===== config.mk =====
export PLATFORM = sky130hd
export DESIGN_NAME = meduram_bist_agent
export DESIGN_NICKNAME = d
export VERILOG_FILES = /design/src/rtl/meduram_bist_agent.sv
export SDC_FILE = /design/constraint.sdc
export NUM_CORES = 1
export LEC_CHECK = 0
export BUFFER_PORTS_ARGS = -buffer_cell sky130_fd_sc_hd__buf_4
export CAP_MARGIN = 40
export CORE_MARGIN = 2
export CORE_UTILIZATION = 56
export DETAILED_ROUTE_END_ITERATION = 7
export HOLD_SLACK_MARGIN = 0.05
export PLACE_DENSITY = 0.83
export REMOVE_ABC_BUFFERS = 1
export SKIP_CTS_REPAIR_TIMING = 1
export SLEW_MARGIN = 20
export SYNTH_ARGS = -nofsm -noshare
export SYNTH_HDL_FRONTEND = slang
export SYNTH_SLANG_ARGS = --single-unit

===== constraint.sdc =====
create_clock -name aclk -period 6.8 [get_ports aclk]
set_input_delay 0.34 -clock aclk [delete_from_list [all_inputs] [get_ports aclk]]
set_output_delay 0.34 -clock aclk [all_outputs]
set_load 0.005 [all_outputs]

===== src/rtl/meduram_bist_agent.sv =====
// BIST / traffic agent for one write port and one read port of the multi-port RAM:
// fills a range with seed^addr, reads it back, counts mismatches. Optional: MEDURAM_AGENT_ERRLOG_EN.
module meduram_bist_agent #(
    parameter int ADDR_WIDTH = 8,
    parameter int RAM_DEPTH  = 2**ADDR_WIDTH,
    parameter int DATA_WIDTH = 32,
    parameter int RD_LATENCY = 1,
    parameter int ERR_WIDTH  = 16
) (
    input  logic                  aclk,
    input  logic                  aresetn,
    input  logic                  start,
    input  logic [DATA_WIDTH-1:0] seed,
    input  logic [ADDR_WIDTH-1:0] first_addr,
    input  logic [ADDR_WIDTH-1:0] last_addr,
    output logic                  busy,
    output logic                  done,
    output logic                  pass,
    output logic [ERR_WIDTH-1:0]  err_count,
    output logic [ADDR_WIDTH-1:0] err_addr,
    output logic [DATA_WIDTH-1:0] err_data,
    output logic                  wren,
    output logic [ADDR_WIDTH-1:0] wraddr,
    output logic [DATA_WIDTH-1:0] wrdata,
    output logic                  rden,
    output logic [ADDR_WIDTH-1:0] rdaddr,
    input  logic [DATA_WIDTH-1:0] rddata
);

    typedef enum logic [2:0] {S_IDLE, S_WRITE, S_READ, S_DRAIN, S_DONE} state_t;

    localparam logic [ADDR_WIDTH:0]   FULL_LEN = (ADDR_WIDTH+1)'(RAM_DEPTH);
    localparam logic [ADDR_WIDTH:0]   L_ONE    = 1;
    localparam logic [ADDR_WIDTH-1:0] A_ONE    = 1;
    localparam logic [ERR_WIDTH-1:0]  E_ONE    = 1;

    function automatic logic [DATA_WIDTH-1:0] pattern(input logic [DATA_WIDTH-1:0] s,
                                                      input logic [ADDR_WIDTH-1:0] a);
        return s ^ DATA_WIDTH'(a);
    endfunction

    state_t                state_q, state_d;
    logic [DATA_WIDTH-1:0] seed_q, seed_d;
    logic [ADDR_WIDTH-1:0] first_q, first_d;
    logic [ADDR_WIDTH:0]   len_m1_q, len_m1_d;
    logic [ADDR_WIDTH:0]   cnt_q, cnt_d;
    logic                  wren_q, wren_d, rden_q, rden_d;
    logic [ADDR_WIDTH-1:0] wraddr_q, wraddr_d, rdaddr_q, rdaddr_d;
    logic [DATA_WIDTH-1:0] wrdata_q, wrdata_d;
    logic                  busy_q, busy_d, done_q, done_d, pass_q, pass_d;
    logic [ERR_WIDTH-1:0]  err_count_q, err_count_d;

    logic [RD_LATENCY-1:0] pipe_vld_q;
    logic [DATA_WIDTH-1:0] pipe_data_q [RD_LATENCY];

    logic                  start_ok, mismatch;
    logic [ADDR_WIDTH:0]   len_raw, start_len_m1;

    assign start_ok = start && (state_q == S_IDLE || state_q == S_DONE);
    assign mismatch = pipe_vld_q[RD_LATENCY-1] && (pipe_data_q[RD_LATENCY-1] != rddata);
    // A zero-length modulo result means the whole RAM.
    assign len_raw      = {1'b0, ADDR_WIDTH'(last_addr - first_addr + A_ONE)};
    assign start_len_m1 = ((len_raw == '0) ? FULL_LEN : len_raw) - L_ONE;

    always_ff @(posedge aclk or negedge aresetn) begin
        if (!aresetn) state_q <= S_IDLE;
        else          state_q <= state_d;
    end

    always_comb begin
        state_d = state_q;
        case (state_q)
            S_IDLE, S_DONE: if (start_ok)      state_d = S_WRITE;
            S_WRITE:        if (cnt_q == '0)   state_d = S_READ;
            S_READ:         if (cnt_q == '0)   state_d = S_DRAIN;
            S_DRAIN:        if (~|pipe_vld_q)  state_d = S_DONE;
            default:                           state_d = S_IDLE;
        endcase
    end

    always_comb begin
        seed_d      = seed_q;
        first_d     = first_q;
        len_m1_d    = len_m1_q;
        cnt_d       = cnt_q;
        wren_d      = wren_q;
        wraddr_d    = wraddr_q;
        wrdata_d    = wrdata_q;
        rden_d      = rden_q;
        rdaddr_d    = rdaddr_q;
        busy_d      = busy_q;
        done_d      = done_q;
        pass_d      = pass_q;
        err_count_d = err_count_q;
        if (mismatch && err_count_q != '1)
            err_count_d = err_count_q + E_ONE;
        if (start_ok) begin
            seed_d      = seed;
            first_d     = first_addr;
            len_m1_d    = start_len_m1;
            cnt_d       = start_len_m1;
            wren_d      = 1'b1;
            wraddr_d    = first_addr;
            wrdata_d    = pattern(seed, first_addr);
            rden_d      = 1'b0;
            busy_d      = 1'b1;
            done_d      = 1'b0;
            pass_d      = 1'b0;
            err_count_d = '0;
        end else begin
            case (state_q)
                S_WRITE: begin
                    if (cnt_q == '0) begin
                        wren_d   = 1'b0;
                        rden_d   = 1'b1;
                        rdaddr_d = first_q;
                        cnt_d    = len_m1_q;
                    end else begin
                        wraddr_d = wraddr_q + A_ONE;
                        wrdata_d = pattern(seed_q, wraddr_q + A_ONE);
                        cnt_d    = cnt_q - L_ONE;
                    end
                end
                S_READ: begin
                    if (cnt_q == '0) begin
                        rden_d = 1'b0;
                    end else begin
                        rdaddr_d = rdaddr_q + A_ONE;
                        cnt_d    = cnt_q - L_ONE;
                    end
                end
                S_DRAIN: begin
                    if (~|pipe_vld_q) begin
                        busy_d = 1'b0;
                        done_d = 1'b1;
                        pass_d = (err_count_q == '0);
                    end
                end
                default: ;
            endcase
        end
    end

    always_ff @(posedge aclk or negedge aresetn) begin
        if (!aresetn) begin
            seed_q      <= '0;
            first_q     <= '0;
            len_m1_q    <= '0;
            cnt_q       <= '0;
            wren_q      <= 1'b0;
            wraddr_q    <= '0;
            wrdata_q    <= '0;
            rden_q      <= 1'b0;
            rdaddr_q    <= '0;
            busy_q      <= 1'b0;
            done_q      <= 1'b0;
            pass_q      <= 1'b0;
            err_count_q <= '0;
        end else begin
            seed_q      <= seed_d;
            first_q     <= first_d;
            len_m1_q    <= len_m1_d;
            cnt_q       <= cnt_d;
            wren_q      <= wren_d;
            wraddr_q    <= wraddr_d;
            wrdata_q    <= wrdata_d;
            rden_q      <= rden_d;
            rdaddr_q    <= rdaddr_d;
            busy_q      <= busy_d;
            done_q      <= done_d;
            pass_q      <= pass_d;
            err_count_q <= err_count_d;
        end
    end

    // Stage 0 loads on the edge the RAM samples rden/rdaddr, so the last stage lines up with rddata.
    always_ff @(posedge aclk or negedge aresetn) begin
        if (!aresetn) begin
            pipe_vld_q <= '0;
            for (int i = 0; i < RD_LATENCY; i++) pipe_data_q[i] <= '0;
        end else begin
            pipe_vld_q[0]  <= rden_q;
            pipe_data_q[0] <= pattern(seed_q, rdaddr_q);
            for (int i = 1; i < RD_LATENCY; i++) begin
                pipe_vld_q[i]  <= pipe_vld_q[i-1];
                pipe_data_q[i] <= pipe_data_q[i-1];
            end
        end
    end

`ifdef MEDURAM_AGENT_ERRLOG_EN
    logic [ADDR_WIDTH-1:0] pipe_addr_q [RD_LATENCY];
    logic [ADDR_WIDTH-1:0] err_addr_q;
    logic [DATA_WIDTH-1:0] err_data_q;

    always_ff @(posedge aclk or negedge aresetn) begin
        if (!aresetn) begin
            for (int i = 0; i < RD_LATENCY; i++) pipe_addr_q[i] <= '0;
            err_addr_q <= '0;
            err_data_q <= '0;
        end else begin
            pipe_addr_q[0] <= rdaddr_q;
            for (int i = 1; i < RD_LATENCY; i++) pipe_addr_q[i] <= pipe_addr_q[i-1];
            if (start_ok) begin
                err_addr_q <= '0;
                err_data_q <= '0;
            end else if (mismatch && err_count_q == '0) begin
                err_addr_q <= pipe_addr_q[RD_LATENCY-1];
                err_data_q <= rddata;
            end
        end
    end

    assign err_addr = err_addr_q;
    assign err_data = err_data_q;
`else
    assign err_addr = '0;
    assign err_data = '0;
`endif

    assign busy      = busy_q;
    assign done      = done_q;
    assign pass      = pass_q;
    assign err_count = err_count_q;
    assign wren      = wren_q;
    assign wraddr    = wraddr_q;
    assign wrdata    = wrdata_q;
    assign rden      = rden_q;
    assign rdaddr    = rdaddr_q;

endmodule


==> summary.md, run 1 <==
| Metric | Value |
|---|---|
| Run status | `finished clean` |
| Post-route DRC violation count | `0` |
| HPWL after DPL | `13480 um` |
| Root Driver | `clkbuf_16` |
| Pin count of the biggest net entering global routing | `71` |
| Total die area | `~0.016 mm^2` |
| Starting Density | `around 57%` |
| TritonRoute pass-1 iters | `5` |
| Die Width | `125.1 um` |
| Clock network power share | `23.4%` |
| Critical path required time | `a little over 7 ns` |
| Sink Count | `between 150 and 200` |
| Number of synthesized flops with an enable pin | `0` |
| Clock latency on the worst-skew pair | `0.43 ns` |
| Gate power share | `between 30% and 40%` |
| Cts bufs inserted | `17` |
| Final ANT Viol Nets | `0` |
| RePlAce Congestion | `between 0.8 and 0.9` |
| Final Total Pwr | `approximately 4400 uW` |
| CORE AREA | `approximately 0.014 mm^2` |
| WL per Instance | `around 17 um` |
| Layout area overhead | `22.03%` |
| CP Capture Type | `flop` |
| Synth top area share | `between 40 and 50%` |
| Min-Delay Path Class | `input pin to flop` |
| Row cnt | `between 40 and 50` |
| Critical path startpoint category | `flop` |
| Finished Core Util | `between 60 and 70%` |
| CTS H-tree lvls | `4` |
| Top_reg_cell synth | `dfrtp_1` |
| Fmax | `~0.35 GHz` |
| Syn Std Cell Area | `0.008208 mm^2` |
| Crit Path Max Fanout | `24` |
| Die height | `~130 um` |
| Max Cap Viol | `0` |
| Initial antenna violation count | `0` |
| FF+latch count, synth | `163` |
| Cell Int Power | `2793 uW` |
| Reg power frac | `approximately 40%` |
| R2r worst-path depth | `7` |
| FF-to-FF End | `wrdata[19]$_DFFE_PN0P_` |
| Final Max Tran Viols | `0` |
| Total negative setup slack | `0 ns` |
| GRT Resource Usage Total | `25.64%` |
| Max VDD drop | `0.0002496 V` |
| Via count | `roughly 6500` |
| Syn Area/Cell | `around 9.8 um^2` |
| Worst slew pin tran | `~0.86 ns` |
| Async SR Flop Fraction | `100.0%` |
| CP endpoint | `wrdata[19]$_DFFE_PN0P_` |
| First-pass GRT wire length | `around 32000 um` |
| Top post-synthesis cells by area | `dfrtp_1, nand2_1, xor2_1, buf_4, o21ai_0` |
| Layout cells sized above 1 | `a little under a quarter` |
| IO Port Bufs | `approximately 150` |
| PD cells | `about 440 mW/mm^2` |
| Sw power | `1569 uW` |
| Non-Filler Instances | `approximately 1200` |
| Yosys warnings | `0` |
| Slew margin rel. | `a little over two fifths` |
| Worst setup startpoint | `cnt_q[0]$_DFFE_PN0P_` |
| Vias per cell | `5.480` |
| Final Hold Fails | `0` |
| Seq/Total Area, Yosys | `49.70%` |
| Final period utilization | `between 40% and 50%` |
| Fin crit period | `approximately 2.9 ns` |
| Num ports | `around 190` |
| Clock transition at path regs | `0.07 ns` |
| Placed Cells | `roughly 1100` |
| Yosys cell types | `63` |
| Worst Skew | `around 0.0084 ns` |
| Reg2Reg Setup Slack | `3.94 ns` |
| CTS tree | `done` |
| Lkg Pwr | `roughly 0.0049 uW` |
| Start of the worst register-to-register path | `cnt_q[0]$_DFFE_PN0P_` |
| WL final | `about 19000 um` |
| Number of global-route vias before repair | `~6400` |
| DR iter-0 viols | `557` |
| Diode count | `0` |
| Synthesized instance count | `838` |
| Total gr overflow | `0` |
| Critical Path AT | `3.17 ns` |
| Sw Ratio | `roughly 36%` |
| Final setup violation count | `0` |
| Final worst slack | `3.941 ns` |
| RSZ-0062 raised after global routing | `false` |
| Post-Place Setup Slack | `between 3 and 4 ns` |
| Leading area contributor after synthesis | `dfrtp_1` |
| Clk buf depth | `2` |
| Nets | `between 1000 and 1500` |
| Kind of critical path | `flop to flop` |
==> per-stage QoR <==
step | hold WS, ns | instance area (um^2)
6_report | 0.1146 | 10020
5_1_grt | 0.1193 | 10020
4_1_cts | -0.1914 | 9978
3_5_place_dp | 0.2717 | 9349
3_3_place_gp | 0.3547 | 9299
2_1_floorplan | 0.04441 | 7889
==> layout by cell type (no fill, tap or decap), types with 9 or more instances in the layout <==
| cell | netlist | layout |
|---|---|---|
| xor2_1 | 52 | 52 |
| nor3_1 | 10 | 9 |
| mux2_2 | 21 | 21 |
| nor4_1 | 14 | 14 |
| dfrtp_1 | 163 | 163 |
| or3_1 | 15 | 15 |
| inv_1 | 24 | 24 |
| and3_1 | 10 | 10 |
| nand2_1 | 165 | 164 |
| xnor2_1 | 27 | 27 |
| ha_1 | 19 | 19 |
| a21oi_1 | 36 | 36 |
| nand4_1 | 9 | 9 |
| buf_4 | 41 | 154 |
| a211oi_1 | 9 | 9 |
| clkbuf_16 | 0 | 17 |
| o21ai_0 | 48 | 48 |
| conb_1 | 1 | 40 |
| nand3_1 | 23 | 23 |
| nor2_1 | 36 | 36 |
==> metal layers <==
metal  global-route usage (%)  vias up  wire (um)
li1                         -     3084          -
met1                    32.90     3116       8254
met2                    43.03      231       9683
met3                    5.477       35       1062
met4                    9.739        0        488
met5                        0        -          0
==> power groups by stage <==
stage               Combinational (uW)  Sequential, uW  Clock (uW)
floorplan                          997            1670           0
global placement                  1500            1730           0
detailed placement                1570            1750           0
CTS                               1600            1740        1030
global route                      1780            1800        1080
finish                            1590            1750        1020
==> synthesized netlist by cell type, types with 3 or more instances <==
cell / number
nand2_1: 165
dfrtp_1: 163
xor2_1: 52
o21ai_0: 48
buf_4: 41
a21oi_1: 36
nor2_1: 36
xnor2_1: 27
inv_1: 24
nand3_1: 23
mux2_2: 21
ha_1: 19
clkbuf_1: 18
or3_1: 15
nor4_1: 14
and3_1: 10
nor3_1: 10
a211oi_1: 9
nand4_1: 9
mux2i_1: 6
o211ai_1: 6
buf_2: 5
or4_1: 5
and2_1: 4
buf_1: 4
buf_6: 4
o22ai_1: 4
or2_2: 4
a21o_1: 3
a22oi_1: 3
a311oi_1: 3
a31oi_1: 3
mux2_1: 3
nand2b_1: 3
nor2b_1: 3
nor3b_1: 3
==> sequential cells by signal, indices dropped and copies added, names as in the netlist, 3 cells and up <==
signal	cells
seed_q	32
wraddr	8
cnt_q	9
state_q	3
err_count	16
len_m1_q	9
wrdata	32
pipe_data_q	32
first_q	8
rdaddr	8
==> cells by family after synthesis <==
logic type | after synthesis | synth area share, %
adder cells (fa/ha/maj) | 20 | 3.140
other | 1 | 0.04569
XOR/XNOR | 79 | 8.430
multiplexers | 30 | 4.024
flip-flops | 163 | 49.70
AND/OR/NAND/NOR | 314 | 17.82
buffers and inverters | 97 | 6.768
AO/OA/AOI/OAI | 134 | 10.08
==> cell type report <==
| class | instances | area, um^2 |
|---|---|---|
| clock buffers | 19 | 432.9 |
| clock inverters | 13 | 196.4 |
| fillers | 1056 | 4408 |
| inverters | 24 | 90.09 |
| multi-input cells | 617 | 3732 |
| flip-flops and latches | 163 | 4079 |
| well taps | 184 | 230.2 |
| repair buffers | 160 | 1255 |
==> worst min path at each step <==
stage | depth (start not counted) | endpoint | startpoint | slack (ns)
floorplan | 0 | busy$_DFFE_PN0P_ | aresetn | 0.04
global placement | 0 | pipe_data_q[15]$_DFF_PN0_ | seed_q[15]$_DFFE_PN0P_ | 0.35
detailed placement | 1 | seed_q[13]$_DFFE_PN0P_ | aresetn | 0.27
CTS | 1 | seed_q[13]$_DFFE_PN0P_ | aresetn | -0.19
global route | 3 | seed_q[2]$_DFFE_PN0P_ | seed[2] | 0.12
finish | 3 | seed_q[1]$_DFFE_PN0P_ | seed[1] | 0.11
==> critical path, stage by stage (launching register included) <==
cell	delay (ns)
dfrtp_1	0.43
inv_1	0.08
ha_1	0.17
or4b_4	0.54
nor2_4	0.15
or3_1	0.57
nand2_4	0.36
mux2_1	0.44
No activity file was read; power rests on OpenSTA's default activity.
==> run 2: changes to the inputs <==
--- a/config.mk
+++ b/config.mk
@@ -8,10 +8,10 @@
 export BUFFER_PORTS_ARGS = -buffer_cell sky130_fd_sc_hd__buf_4
 export CAP_MARGIN = 40
 export CORE_MARGIN = 2
-export CORE_UTILIZATION = 56
+export CORE_UTILIZATION = 54
 export DETAILED_ROUTE_END_ITERATION = 7
 export HOLD_SLACK_MARGIN = 0.05
-export PLACE_DENSITY = 0.83
+export PLACE_DENSITY = 0.8
 export REMOVE_ABC_BUFFERS = 1
 export SKIP_CTS_REPAIR_TIMING = 1
 export SLEW_MARGIN = 20
==> constraint.sdc (replaced) <==
create_clock -name aclk -period 2.66 [get_ports aclk]
set_input_delay 0.133 -clock aclk [delete_from_list [all_inputs] [get_ports aclk]]
set_output_delay 0.133 -clock aclk [all_outputs]
set_load 0.005 [all_outputs]
==> run 2 against run 1 <==
Against the previous run: routed wire length up 5.5%; critical endpoint is now wrdata[30]$_DFFE_PN0P_; largest cell class unchanged; first-iteration DRC count down 32%; clock-buffer cell count did not move.
==> summary.md, run 2 (synthesis results as in run 1) <==
| Metric | Value |
|---|---|
| Run status | `finished clean (unchanged)` |
| Crit Path Max Fanout | `24 (unchanged)` |
| Hold path start | `first_addr[2] (was seed[1])` |
| Final Max Tran Viols | `0 (unchanged)` |
| Total negative setup slack | `0 ns (unchanged)` |
| Clock transition at path regs | `0.07 ns (about the same)` |
| Die Width | `127.3 um (was 125.1 um)` |
| IO Port Bufs | `151 (unchanged)` |
| HPWL after DPL | `13650 um (was 13480 um)` |
| Fmax | `0.4062 GHz (was 0.3497 GHz)` |
| CP Capture Type | `flop (unchanged)` |
| Final setup violation count | `0 (unchanged)` |
| Worst Skew | `0.006931 ns (was 0.008374 ns)` |
| Diode count | `0 (unchanged)` |
| Buf+Inv Stages, Crit Path | `1 (unchanged)` |
| Kind of critical path | `flop to flop (unchanged)` |
| Final ANT Viol Nets | `0 (unchanged)` |
| Num ports | `192 (unchanged)` |
| Layout area overhead | `26.59% (was 22.03%)` |
| CP max stage delay | `0.56 ns (was 0.57 ns)` |
| Final Hold Fails | `0 (unchanged)` |
| Cells along the critical path | `inv_1 -> ha_1 -> or4b_4 -> nor2_4 -> or3_1 -> nand2_4 -> mux2_1 (unchanged)` |
| Max Cap Viol | `0 (unchanged)` |
| RePlAce Congestion | `0.8528 (was 0.8681)` |
| Nets | `1133 (was 1086)` |
| Min-Delay Path Class | `input pin to flop (unchanged)` |
| First-pass GRT wire length | `31720 um (was 32150 um)` |
| Most frequent cells in the layout | `nand2_1, dfrtp_1, buf_4, xor2_1, o21ai_0 (unchanged)` |
| Cell family with most CP delay | `simple AND/OR/NAND/NOR gates (unchanged)` |
| Clock latency on the worst-skew pair | `0.43 ns (about the same)` |
| Clk buf depth | `2 (unchanged)` |
| Cts bufs inserted | `17 (unchanged)` |
| Reg2Reg Setup Slack | `0.20 ns (was 3.94 ns)` |
| Pin count of the biggest net entering global routing | `77 (was 71)` |
| Commonest non-fill, non-tap cell in the layout | `nand2_1 (unchanged)` |
| Final period utilization | `92.54% (was 42.05%)` |
| Sink Count | `163 (unchanged)` |
| Critical path startpoint category | `flop (unchanged)` |
| TritonRoute pass-1 iters | `5 (unchanged)` |
| Hold path cells | `3 (unchanged)` |
| RSZ-0062 raised after global routing | `false (unchanged)` |
| Via count | `6730 (was 6466)` |
| DR iter-0 viols | `380 (was 557)` |
| Endpoint, Worst Hold | `wrdata[2]$_DFFE_PN0P_ (was seed_q[1]$_DFFE_PN0P_)` |
| CORE AREA | `0.01503 mm^2 (was 0.01442 mm^2)` |
| Post-route DRC violation count | `0 (unchanged)` |
| WL per Instance | `16.70 um (was 16.52 um)` |
| Fin crit period | `2.462 ns (was 2.859 ns)` |
| Row cnt | `45 (was 44)` |
| Number of global-route vias before repair | `6371 (was 6397)` |
| Die height | `127.3 um (was 125.1 um)` |
| Start of the worst register-to-register path | `cnt_q[0]$_DFFE_PN0P_ (unchanged)` |
| Worst setup startpoint | `cnt_q[0]$_DFFE_PN0P_ (unchanged)` |
| Starting Density | `54.60% (was 56.90%)` |
| PD cells | `1067 mW/mm^2 (was 435.5 mW/mm^2)` |
| Vias per cell | `5.467 (was 5.480)` |
| Critical path required time | `2.97 ns (was 7.11 ns)` |
| Critical Path AT | `2.77 ns (was 3.17 ns)` |
| Total gr overflow | `0 (unchanged)` |
| R2r worst-path depth | `7 (unchanged)` |
| Initial antenna violation count | `0 (unchanged)` |
| CTS tree | `done (unchanged)` |
| Layout cells sized above 1 | `22.63% (was 22.89%)` |
| Slowest CP cell | `or4b_4 (was or3_1)` |
| Slew margin rel. | `54.04% (was 42.70%)` |
| Root Driver | `clkbuf_16 (unchanged)` |
| WL final | `20550 um (was 19490 um)` |
| FF-to-FF End | `wrdata[30]$_DFFE_PN0P_ (was wrdata[19]$_DFFE_PN0P_)` |
| CTS H-tree lvls | `4 (unchanged)` |
| Lkg Pwr | `0.005072 uW (was 0.004907 uW)` |
| Total die area | `0.01620 mm^2 (was 0.01564 mm^2)` |
| Max VDD drop | `0.0006050 V (was 0.0002496 V)` |
| Hold WS | `0.03088 ns (was 0.1146 ns)` |
| Worst slew pin tran | `0.6894 ns (was 0.8596 ns)` |
| GRT Resource Usage Total | `24.76% (was 25.64%)` |
## run 2: power by group
group / internal [uW] / switching [uW] / total (uW)
Clock: 1330 / 1040 / 2360
Combinational: 2080 / 2180 / 4250
Sequential: 3570 / 894 / 4460
Total: 6970 / 4110 / 11100
## run 2: cell type report
cell class / instances / area, um^2
Tap cell: 188 / 235.2
Timing Repair Buffer: 207 / 1685
Clock buffer: 19 / 442.9
Inverter: 24 / 90.09
Sequential cell: 163 / 4079
Clock inverter: 13 / 125.1
Fill cell: 1106 / 4643
Multi-Input combinational cell: 617 / 3732
## run 2: worst max path at each step
| stage | end | slack [ns] | cells after the start |
|---|---|---|---|
| floorplan | cnt_q[3]$_DFFE_PN0P_ | -2.58 | 3 |
| global placement | cnt_q[5]$_DFFE_PN0P_ | 0.06 | 12 |
| detailed placement | len_m1_q[3]$_DFFE_PN0P_ | -0.06 | 12 |
| CTS | wrdata[30]$_DFFE_PN0P_ | 0.21 | 7 |
| global route | wrdata[5]$_DFFE_PN0P_ | 0.05 | 9 |
| finish | wrdata[30]$_DFFE_PN0P_ | 0.20 | 7 |
## run 2: per-layer routing
layer / vias up / part of all wire, % / global-route usage [%]
met5: - / 0 / 0
met1: 3271 / 41 / 31.21
li1: 3179 / - / -
met3: 34 / 5.1 / 4.941
met2: 246 / 52 / 42.78
met4: 0 / 2.3 / 8.597
## run 2: tightest hold or removal path, delay by kind of cell
| family | cells | cell delay (ns) |
|---|---|---|
| xor+xnor | 1 | 0.12 |
| buf+inv | 1 | 0.10 |
| compound gates | 1 | 0.06 |
## run 2: metrics by stage
stage | cell area, um^2 | util (%) | total power (uW) | instances | worst slack (ns)
floorplan | 7889 | - | 6827 | 804 | -2.583
global placement | 9412 | 62.61 | 8375 | 1158 | 0.05744
detailed placement | 9412 | 62.61 | 8577 | 1158 | -0.06217
CTS | 9980 | 66.38 | 11000 | 1190 | 0.2145
global route | 10390 | 69.11 | 11800 | 1231 | 0.05468
finish | 10390 | 69.11 | 11080 | 1231 | 0.1984
==> run 3: changes to the inputs <==
--- a/config.mk
+++ b/config.mk
@@ -11,7 +11,7 @@
 export CORE_UTILIZATION = 54
 export DETAILED_ROUTE_END_ITERATION = 7
 export HOLD_SLACK_MARGIN = 0.05
-export PLACE_DENSITY = 0.8
+export PLACE_DENSITY = 0.79
 export REMOVE_ABC_BUFFERS = 1
 export SKIP_CTS_REPAIR_TIMING = 1
 export SLEW_MARGIN = 20
==> run 3 against run 2 <==
Against the previous run: via count shrank 2.2%; critical path depth is the same; sequential share of layout area shrank 0.14 points; sequential cell count is the same; non-clock buffer count grew 2; hold slack lost 0.0084 ns; die area is the same; critical endpoint is now cnt_q[0]$_DFFE_PN0P_.
==> summary.md, run 3 (synthesis results as in run 1) <==
| Metric | Value |
|---|---|
| Run status | `finished clean (unchanged)` |
| Final ANT Viol Nets | `0 (unchanged)` |
| Worst setup startpoint | `cnt_q[0]$_DFFE_PN0P_ (unchanged)` |
| Final Hold Fails | `0 (unchanged)` |
| Crit Path Max Fanout | `8 (was 24)` |
| WL per Instance | `16.02 um (was 16.70 um)` |
| Worst slew pin tran | `0.7518 ns (was 0.6894 ns)` |
| CORE AREA | `0.01503 mm^2 (unchanged)` |
| Sink Count | `163 (unchanged)` |
| Clock transition at path regs | `0.06 ns (was 0.07 ns)` |
| CP endpoint | `cnt_q[0]$_DFFE_PN0P_ (was wrdata[30]$_DFFE_PN0P_)` |
| Final setup violation count | `0 (unchanged)` |
| Final period utilization | `89.52% (was 92.54%)` |
| Fin crit period | `2.381 ns (was 2.462 ns)` |
| Layout area overhead | `27.04% (was 26.59%)` |
| Met1 GRT Util | `32.55% (was 31.21%)` |
| Worst Skew | `0.01373 ns (was 0.006931 ns)` |
| Number of global-route vias before repair | `6165 (was 6371)` |
| Fmax | `0.4199 GHz (was 0.4062 GHz)` |
| Initial antenna violation count | `0 (unchanged)` |
| Starting Density | `54.60% (unchanged)` |
| Slowest CP cell | `or4b_4 (unchanged)` |
| Critical path startpoint category | `flop (unchanged)` |
| Most used routing layer | `met2 (unchanged)` |
| Reg2Reg Setup Slack | `0.28 ns (was 0.20 ns)` |
| Max Cap Viol | `0 (unchanged)` |
| CTS tree | `done (unchanged)` |
| Final Max Tran Viols | `0 (unchanged)` |
| CP Capture Type | `flop (unchanged)` |
| Start of the worst register-to-register path | `cnt_q[0]$_DFFE_PN0P_ (unchanged)` |
| Buf+Inv Stages, Crit Path | `1 (unchanged)` |
| Via count | `6585 (was 6730)` |
| Lkg Pwr | `0.005091 uW (was 0.005072 uW)` |
| GRT Resource Usage Total | `24.26% (was 24.76%)` |
| Total gr overflow | `0 (unchanged)` |
| Vias per cell | `5.341 (was 5.467)` |
| Cell family with most CP delay | `simple AND/OR/NAND/NOR gates (unchanged)` |
| Cells along the critical path | `inv_1 -> ha_1 -> or4b_4 -> or3_1 -> or3_1 -> o211ai_2 -> a21oi_2 (was inv_1 -> ha_1 -> or4b_4 -> nor2_4 -> or3_1 -> nand2_4 -> mux2_1)` |
| Max VDD drop | `0.0005323 V (was 0.0006050 V)` |
| Total die area | `0.01620 mm^2 (unchanged)` |
| Nets | `1135 (was 1133)` |
| Critical path required time | `2.95 ns (was 2.97 ns)` |
| TritonRoute pass-1 iters | `5 (unchanged)` |
| GRT met3 Usage | `4.983% (was 4.941%)` |
| Clock latency on the worst-skew pair | `0.43 ns (about the same)` |
| RePlAce Congestion | `0.8587 (was 0.8528)` |
| Total negative setup slack | `0 ns (unchanged)` |
| Kind of critical path | `flop to flop (unchanged)` |
| Pin count of the biggest net entering global routing | `82 (was 77)` |
| Row cnt | `45 (unchanged)` |
| IO Port Bufs | `151 (unchanged)` |
| Min-Delay Path Class | `input pin to flop (unchanged)` |
| Crit path depth | `7 (unchanged)` |
| R2r worst-path depth | `7 (unchanged)` |
| Die Width | `127.3 um (unchanged)` |
| Slew margin rel. | `49.88% (was 54.04%)` |
| WL final | `19750 um (was 20550 um)` |
| Num ports | `192 (unchanged)` |
| Crit-path most repeated cell | `or3_1` |
| Layout cells sized above 1 | `22.78% (was 22.63%)` |
| Most frequent cells in the layout | `nand2_1, buf_4, dfrtp_1, xor2_1, o21ai_0 (was nand2_1, dfrtp_1, buf_4, xor2_1, o21ai_0)` |
| CP max stage delay | `0.55 ns (was 0.56 ns)` |
| CTS H-tree lvls | `4 (unchanged)` |
| M2 GR Usage | `39.79% (was 42.78%)` |
| FF-to-FF End | `cnt_q[0]$_DFFE_PN0P_ (was wrdata[30]$_DFFE_PN0P_)` |
| Critical Path AT | `2.67 ns (was 2.77 ns)` |
| PD cells | `1056 mW/mm^2 (was 1067 mW/mm^2)` |
| Finished Core Util | `69.36% (was 69.11%)` |
| Cts bufs inserted | `17 (unchanged)` |
| Die height | `127.3 um (unchanged)` |
| First-pass GRT wire length | `31050 um (was 31720 um)` |
| HPWL after DPL | `13530 um (was 13650 um)` |
| Root Driver | `clkbuf_16 (unchanged)` |
| Post-route DRC violation count | `0 (unchanged)` |
| DR iter-0 viols | `572 (was 380)` |
| Diode count | `0 (unchanged)` |
| Clk buf depth | `2 (unchanged)` |
| RSZ-0062 raised after global routing | `false (unchanged)` |
[run 3: cell count changes in the layout (fill, tap and decap cells not counted)]
cell | before | now
clkinv_2 | 2 | 1
clkinv_4 | 1 | 2
clkinvlp_4 | 4 | 3
buf_12 | 2 | 3
buf_4 | 163 | 164
clkbuf_8 | 1 | 2
[run 3: report_power, final]
part           internal [uW]  total (uW)  switching [uW]
sequential              3570        4440             874
clock                   1360        2380            1020
combinational           2070        4190            2120
total                   7000       11000            4020
[run 3: worst min path at each step]
stage                              from                        end  depth (start not counted)
after floorplan                 aresetn           busy$_DFFE_PN0P_                          0
after global placement          aresetn  pipe_data_q[13]$_DFF_PN0_                          1
after detailed placement        aresetn  pipe_data_q[13]$_DFF_PN0_                          1
after CTS                       aresetn  pipe_data_q[13]$_DFF_PN0_                          1
after global routing      first_addr[1]      wrdata[1]$_DFFE_PN0P_                          3
final                     first_addr[1]      wrdata[1]$_DFFE_PN0P_                          3
[run 3: metrics by stage]
step                power (uW)  cell area [um^2]  std cells  hold WS, ns  setup slack, ns
floorplan                 6827              7889        804      -0.1626           -2.583
global placement          8389              9439       1160       0.2356          0.06237
detailed placement        8552              9439       1160       0.2376         -0.05144
CTS                      10980             10020       1192      -0.2225           0.2846
global route             11800             10430       1233      0.06042           0.1201
finish                   11020             10430       1233      0.02249           0.2787
[run 3: area by class of cell]
cell class,instances,area (um^2)
inverters,24,90.09
fillers,1093,4606
multi-input cells,617,3732
clock buffers,20,456.7
flip-flops and latches,163,4079
clock inverters,12,121.4
repair buffers,209,1713
well taps,188,235.2
[run 3: tightest hold or removal path: cells and delay by family]
family | cells | cell delay (ns)
AOI/OAI and AO/OA | 1 | 0.07
buffers and inverters | 1 | 0.10
xor gates and xnor gates | 1 | 0.10
[run 3: per-layer routing]
metal	wire length [um]	vias up	share of wire (%)
li1	-	3180	-
met1	8425	3166	43
met2	9967	218	50
met3	1081	21	5.5
met4	277	0	1.4
met5	0	-	0
